## src/rtl/muldiv_unit.sv

```systemverilog
// Iterative multiply / divide / modulo execute unit: shift-add MUL, restoring DIV/MOD on magnitudes.
// Optional MUL early exit when the remaining multiplier bits are zero: define MULDIV_EARLY_EXIT_EN.
module muldiv_unit #(
    parameter int         WIDTH   = 32,
    parameter logic [3:0] ALU_MUL = 4'b1000,
    parameter logic [3:0] ALU_DIV = 4'b1001,
    parameter logic [3:0] ALU_MOD = 4'b1010
) (
    input  logic             i_clk,
    input  logic             i_rst,
    input  logic             i_start,
    input  logic [3:0]       i_aluctl,
    input  logic [WIDTH-1:0] i_a,
    input  logic [WIDTH-1:0] i_b,
    output logic             o_busy,
    output logic             o_done,
    output logic [WIDTH-1:0] o_res,
    output logic             o_err
);

    localparam int CW = $clog2(WIDTH);

    typedef enum logic [1:0] {IDLE, RUN, DONE} state_t;
    state_t state_q, state_d;

    logic [CW-1:0]    cnt_q;
    logic             is_mul_q, is_mod_q, neg_quo_q, neg_rem_q;
    // acc: product or partial remainder; sh: multiplier or dividend/quotient; op: multiplicand or divisor
    logic [WIDTH-1:0] acc_q, sh_q, op_q;
    logic [WIDTH-1:0] res_q;
    logic             err_q;

    logic             op_valid, accept, b_zero, zero_exit, last_iter;
    logic [WIDTH-1:0] a_mag, b_mag;
    logic [WIDTH:0]   shifted, diff;
    logic [WIDTH-1:0] acc_d, sh_d, op_d, final_res;

    always_comb begin
        op_valid = (i_aluctl == ALU_MUL) || (i_aluctl == ALU_DIV) || (i_aluctl == ALU_MOD);
        accept   = (state_q == IDLE) && i_start && op_valid;
        b_zero   = (i_b == '0);
`ifdef MULDIV_EARLY_EXIT_EN
        zero_exit = b_zero;
`else
        zero_exit = b_zero && (i_aluctl != ALU_MUL);
`endif
        a_mag = i_a[WIDTH-1] ? ('0 - i_a) : i_a;
        b_mag = i_b[WIDTH-1] ? ('0 - i_b) : i_b;

        shifted = {acc_q, sh_q[WIDTH-1]};
        diff    = shifted - {1'b0, op_q};

        if (is_mul_q) begin
            acc_d = acc_q + (sh_q[0] ? op_q : '0);
            sh_d  = sh_q >> 1;
            op_d  = op_q << 1;
        end else begin
            op_d = op_q;
            if (!diff[WIDTH]) begin
                acc_d = diff[WIDTH-1:0];
                sh_d  = {sh_q[WIDTH-2:0], 1'b1};
            end else begin
                acc_d = shifted[WIDTH-1:0];
                sh_d  = {sh_q[WIDTH-2:0], 1'b0};
            end
        end

        last_iter = (cnt_q == CW'(WIDTH - 1));
`ifdef MULDIV_EARLY_EXIT_EN
        if (is_mul_q && (sh_d == '0)) begin
            last_iter = 1'b1;
        end
`endif

        if (is_mul_q) begin
            final_res = acc_d;
        end else if (is_mod_q) begin
            final_res = neg_rem_q ? ('0 - acc_d) : acc_d;
        end else begin
            final_res = neg_quo_q ? ('0 - sh_d) : sh_d;
        end
    end

    always_comb begin
        state_d = state_q;
        case (state_q)
            IDLE: begin
                if (accept) begin
                    state_d = zero_exit ? DONE : RUN;
                end
            end
            RUN: begin
                if (last_iter) begin
                    state_d = DONE;
                end
            end
            DONE:    state_d = IDLE;
            default: state_d = IDLE;
        endcase
    end

    always_ff @(posedge i_clk) begin
        if (i_rst) begin
            state_q <= IDLE;
        end else begin
            state_q <= state_d;
        end
    end

    always_ff @(posedge i_clk) begin
        if (i_rst) begin
            cnt_q     <= '0;
            is_mul_q  <= 1'b0;
            is_mod_q  <= 1'b0;
            neg_quo_q <= 1'b0;
            neg_rem_q <= 1'b0;
            acc_q     <= '0;
            sh_q      <= '0;
            op_q      <= '0;
            res_q     <= '0;
            err_q     <= 1'b0;
        end else begin
            case (state_q)
                IDLE: begin
                    if (accept) begin
                        cnt_q     <= '0;
                        is_mul_q  <= (i_aluctl == ALU_MUL);
                        is_mod_q  <= (i_aluctl == ALU_MOD);
                        neg_quo_q <= i_a[WIDTH-1] ^ i_b[WIDTH-1];
                        neg_rem_q <= i_a[WIDTH-1];
                        acc_q     <= '0;
                        err_q     <= 1'b0;
                        if (i_aluctl == ALU_MUL) begin
                            sh_q <= i_b;
                            op_q <= i_a;
                        end else begin
                            sh_q <= a_mag;
                            op_q <= b_mag;
                        end
                        // Zero operand short-circuits straight into DONE, so the result lands now
                        if (zero_exit) begin
                            if (i_aluctl == ALU_MUL) begin
                                res_q <= '0;
                            end else begin
                                res_q <= (i_aluctl == ALU_MOD) ? i_a : '1;
                                err_q <= 1'b1;
                            end
                        end
                    end
                end
                RUN: begin
                    acc_q <= acc_d;
                    sh_q  <= sh_d;
                    op_q  <= op_d;
                    cnt_q <= cnt_q + 1'b1;
                    if (last_iter) begin
                        res_q <= final_res;
                    end
                end
                default: ;
            endcase
        end
    end

    assign o_busy = (state_q != IDLE);
    assign o_done = (state_q == DONE);
    assign o_res  = res_q;
    assign o_err  = err_q;

endmodule

```

## config.mk

```make
export PLATFORM = sky130hd
export DESIGN_NAME = muldiv_unit
export DESIGN_NICKNAME = d
export VERILOG_FILES = /design/src/rtl/muldiv_unit.sv
export SDC_FILE = /design/constraint.sdc
export NUM_CORES = 1
export LEC_CHECK = 0
export ABC_CLOCK_PERIOD_IN_PS = 6100
export BUFFER_PORTS_ARGS = -buffer_cell sky130_fd_sc_hd__buf_2
export CELL_PAD_IN_SITES_DETAIL_PLACEMENT = 0
export CELL_PAD_IN_SITES_GLOBAL_PLACEMENT = 1
export CORE_MARGIN = 2
export CORE_UTILIZATION = 30
export DETAILED_ROUTE_END_ITERATION = 12
export PLACE_DENSITY_LB_ADDON = 0.2
export SYNTH_ARGS = -nofsm -noshare
export SYNTH_HDL_FRONTEND = slang
export SYNTH_SLANG_ARGS = --single-unit
export TNS_END_PERCENT = 30
```

## constraint.sdc

```tcl
create_clock -name i_clk -period 6.1 [get_ports i_clk]
set_input_delay 0.305 -clock i_clk [delete_from_list [all_inputs] [get_ports i_clk]]
set_output_delay 0.305 -clock i_clk [all_outputs]
set_load 0.1 [all_outputs]
```

==> key figures <==
Status
  – Status: completed

Critical path
  – WP buf/inv: 2
  – Crit. path cell count: 16
  – Crit end category: flop
  – Crit path required time: 6.43 ns
  – Top cell by count, worst path: o211ai_1
  – Critical Path, Cell by Cell: buf_4, and2_1, ha_1, o211ai_1, o211ai_1, a41oi_1, buf_4, nand2_1, o311ai_1, o211ai_1, nor2_2, or3b_4, or4_4, or4_1, nand3_1, a311oi_1
  – CP max-delay cell: o311ai_1
  – Setup crit start kind: flop
  – Setup CP Type: flop to flop
  – CP arrival: 5.53 ns
  – Cell family with most CP delay: simple AND/OR/NAND/NOR gates
  – Crit Path Max Fanout: 30
  – CP max stage delay: 0.62 ns
  – R2R cell count: 16

Synthesis
  – Post-synth EDFFs: 0
  – Post-Syn Nets: 2,329
  – Synth top area share: 0.1818
  – Top post-synthesis cells by area: dfxtp_1, nor2_1, a21oi_1
  – Avg Inst Size Synth: 7.051 sq um
  – Synthesized area: 15,420 sq um
  – Count of cell types in the netlist: 106
  – Area leader, netlist: dfxtp_1
  – Asr flop ratio synth: 0
  – Cells after Synth: 2,187
  – Ys Warns: 0
  – Top FF cell, synth: dfxtp_1
  – Seq cells post-synth: 140
  – Register area share after synthesis: 0.1818

Layout
  – # nets final: 2,343
  – FILL cells: 5,612
  – Commonest non-fill, non-tap cells in the layout: nor2_1, nand2_1, a21oi_1
  – Share of post-route cells with drive strength above 1: 0.1192
  – Area delta synth->final: 11.10%
  – Commonest non-fill, non-tap cell in the layout: nor2_1

STA
  – Layout Skew: 0.01463 ns
  – Worst Tran Pin Value: 1.078 ns
  – Max Slew Vio Count: 0
  – Setup violators final: 0
  – Unrepaired setup endpoints after global routing: false
  – Final worst slack: 0.8929 ns
  – Crit path time final: 5.207 ns
  – Fin Setup TNS: 0 ns
  – Slew headroom: 0.2740
  – Hold Vio Cnt, Final: 0
  – Final Cycle Share: 0.8536
  – Max Clk Rate: 192.0 MHz

Floorplan
  – Die W: 230.7 um
  – Core area: 51,090 sq um
  – Die H: 230.7 um
  – FP Rows: 83
  – Die area: 53,230 sq um
  – IO Pins: 106
  – Initial core utilization: 0.3018

Power
  – Leakage Power: 6.557 nW
  – Power per Cell Area: 272.8 nW/um^2
  – Max VDD drop: 0.1961 mV

Drt
  – DRT antenna net count: 0
  – Drt pass-1 iters: 6
  – Met3 routed WL: 3438 um
  – Met2 wire length: 29,480 um
  – Drt initial violations: 1,603
  – Vias/cell: 5.865
  – Drc violations: 0
  – Per-cell routed wire length: 23.43 um
  – Vias: 16,980
  – WL final: 67,830 um
  – Met1 WL: 33,060 um
  – Highest routed layer: met4

Clock network
  – H-tree Lvls: 4
  – Cts repair resizes: 0
  – CTS Buffer Depth: 2
  – CTS Buf Count: 17
  – CTS tree: done
  – Number of buffers added for setup after CTS: 0
  – Root buf cell: clkbuf_16
  – Reg clk slew, reported paths: 0.07 ns
  – Cts hold-fix bufs: 0
  – Sink Count: 140
  – Clock Latency Late Sink: 0.47 ns

Hold path
  – Hold Path Depth: 2
  – Hold Path Class: primary input to flop

Job
  – Number of max-cap violations: 0

GRT
  – Number of global-route vias before repair: 15,970
  – Pin count of the biggest net entering global routing: 126
  – GRT Total Usage: 0.2519
  – First-pass GRT wire length: 102,100 um
  – Initial antenna violation count: 1
  – Grt ovf: 0

Place
  – Post-Place Worst Slack: 0.9875 ns
  – Buffers added on ports: 105
  – Post-DP HPWL: 52,220 um
  – Routability cong.: 0.9344
-- report_power, final --
part	leakage, nW	internal, mW	switching, mW
clock network	0.274	0.604	0.478
logic	5.15	0.873	1.72
registers	1.13	0.945	0.0504
total	6.56	2.42	2.25
-- synthesized netlist by cell type, types with 10 or more instances --
master / number
xor2_1: 88
and3_1: 13
or3_1: 24
a311oi_1: 16
mux2_2: 21
nor3_1: 47
o211ai_1: 26
nand2b_1: 14
and2_1: 37
a211oi_1: 103
or4_1: 16
mux2i_1: 31
o41ai_1: 15
nand2_1: 198
dfxtp_1: 140
buf_1: 14
inv_1: 67
or2_2: 10
clkbuf_1: 118
a31oi_1: 35
ha_1: 69
a221oi_1: 36
o31ai_1: 35
buf_2: 16
o21a_1: 19
a21o_1: 24
nand3_1: 65
a21oi_1: 181
o21ai_0: 134
nand4_1: 24
xnor2_1: 53
nor4_1: 18
nor2b_1: 13
nor2_1: 280
-- per-stage QoR --
step	cell area, sq um	util	hold WS (ns)	std cells	power (mW)
3_3_place_gp	16550	0.3240	0.4597	2862	3.552
4_1_cts	17130	0.3352	0.1847	2894	4.642
6_report	17130	0.3353	0.2069	2895	4.673
2_1_floorplan	15420	-	0.4475	2187	2.749
3_5_place_dp	16550	0.3240	0.4676	2862	3.547
5_1_grt	17130	0.3352	0.2072	2894	4.944
-- state kept, by name (all words and copies together), names as in the netlist --
register / flops
cnt_q: 5
o_res: 32
acc_q: 32
is_mod_q: 1
neg_quo_q: 1
neg_rem_q: 1
o_err: 1
op_q: 32
is_mul_q: 1
sh_q: 32
state_q: 2
-- cell families after synthesis --
family	after synthesis	share of synthesized area
buf+inv	223	0.05802
fa+ha+maj	71	0.05859
mux	52	0.03546
flops	140	0.1818
compound gates	757	0.3364
simple gates	803	0.2497
xor+xnor	141	0.08009
-- metal layers --
layer	GRT usage	up-vias
met5	0	-
met4	0.08024	0
met3	0.02816	77
met2	0.3860	520
met1	0.3661	8213
li1	-	8169
-- worst register-to-register path, cell delays in order, from the launching register on --
cell,delay (ns)
dfxtp_1,0.49
buf_4,0.34
and2_1,0.19
ha_1,0.28
o211ai_1,0.28
o211ai_1,0.17
a41oi_1,0.23
buf_4,0.18
nand2_1,0.06
o311ai_1,0.62
o211ai_1,0.22
nor2_2,0.30
or3b_4,0.44
or4_4,0.57
or4_1,0.51
nand3_1,0.10
a311oi_1,0.09
-- final timing paths --
path | end | slack (ns) | startpoint
worst max register to register | o_res[26] | 0.89 | sh_q[0]
worst min register to register | cnt_q[3] | 0.47 | cnt_q[3]
worst max-delay path | o_res[26] | 0.89 | sh_q[0]
worst min-delay path | acc_q[15] | 0.21 | i_rst
-- final cells by class --
class	count	area, sq um	area share
clock inverters	13	142.6	0.008326
diodes	1	2.502	0.0001461
repair buffers	149	870.8	0.05083
multi-input cells	1824	11770	0.6868
flip-flops and latches	140	2806	0.1638
inverters	69	259.0	0.01512
well taps	680	850.8	0.04966
clock buffers	19	432.9	0.02527
Note: power is estimated with default switching activity, not from simulation.
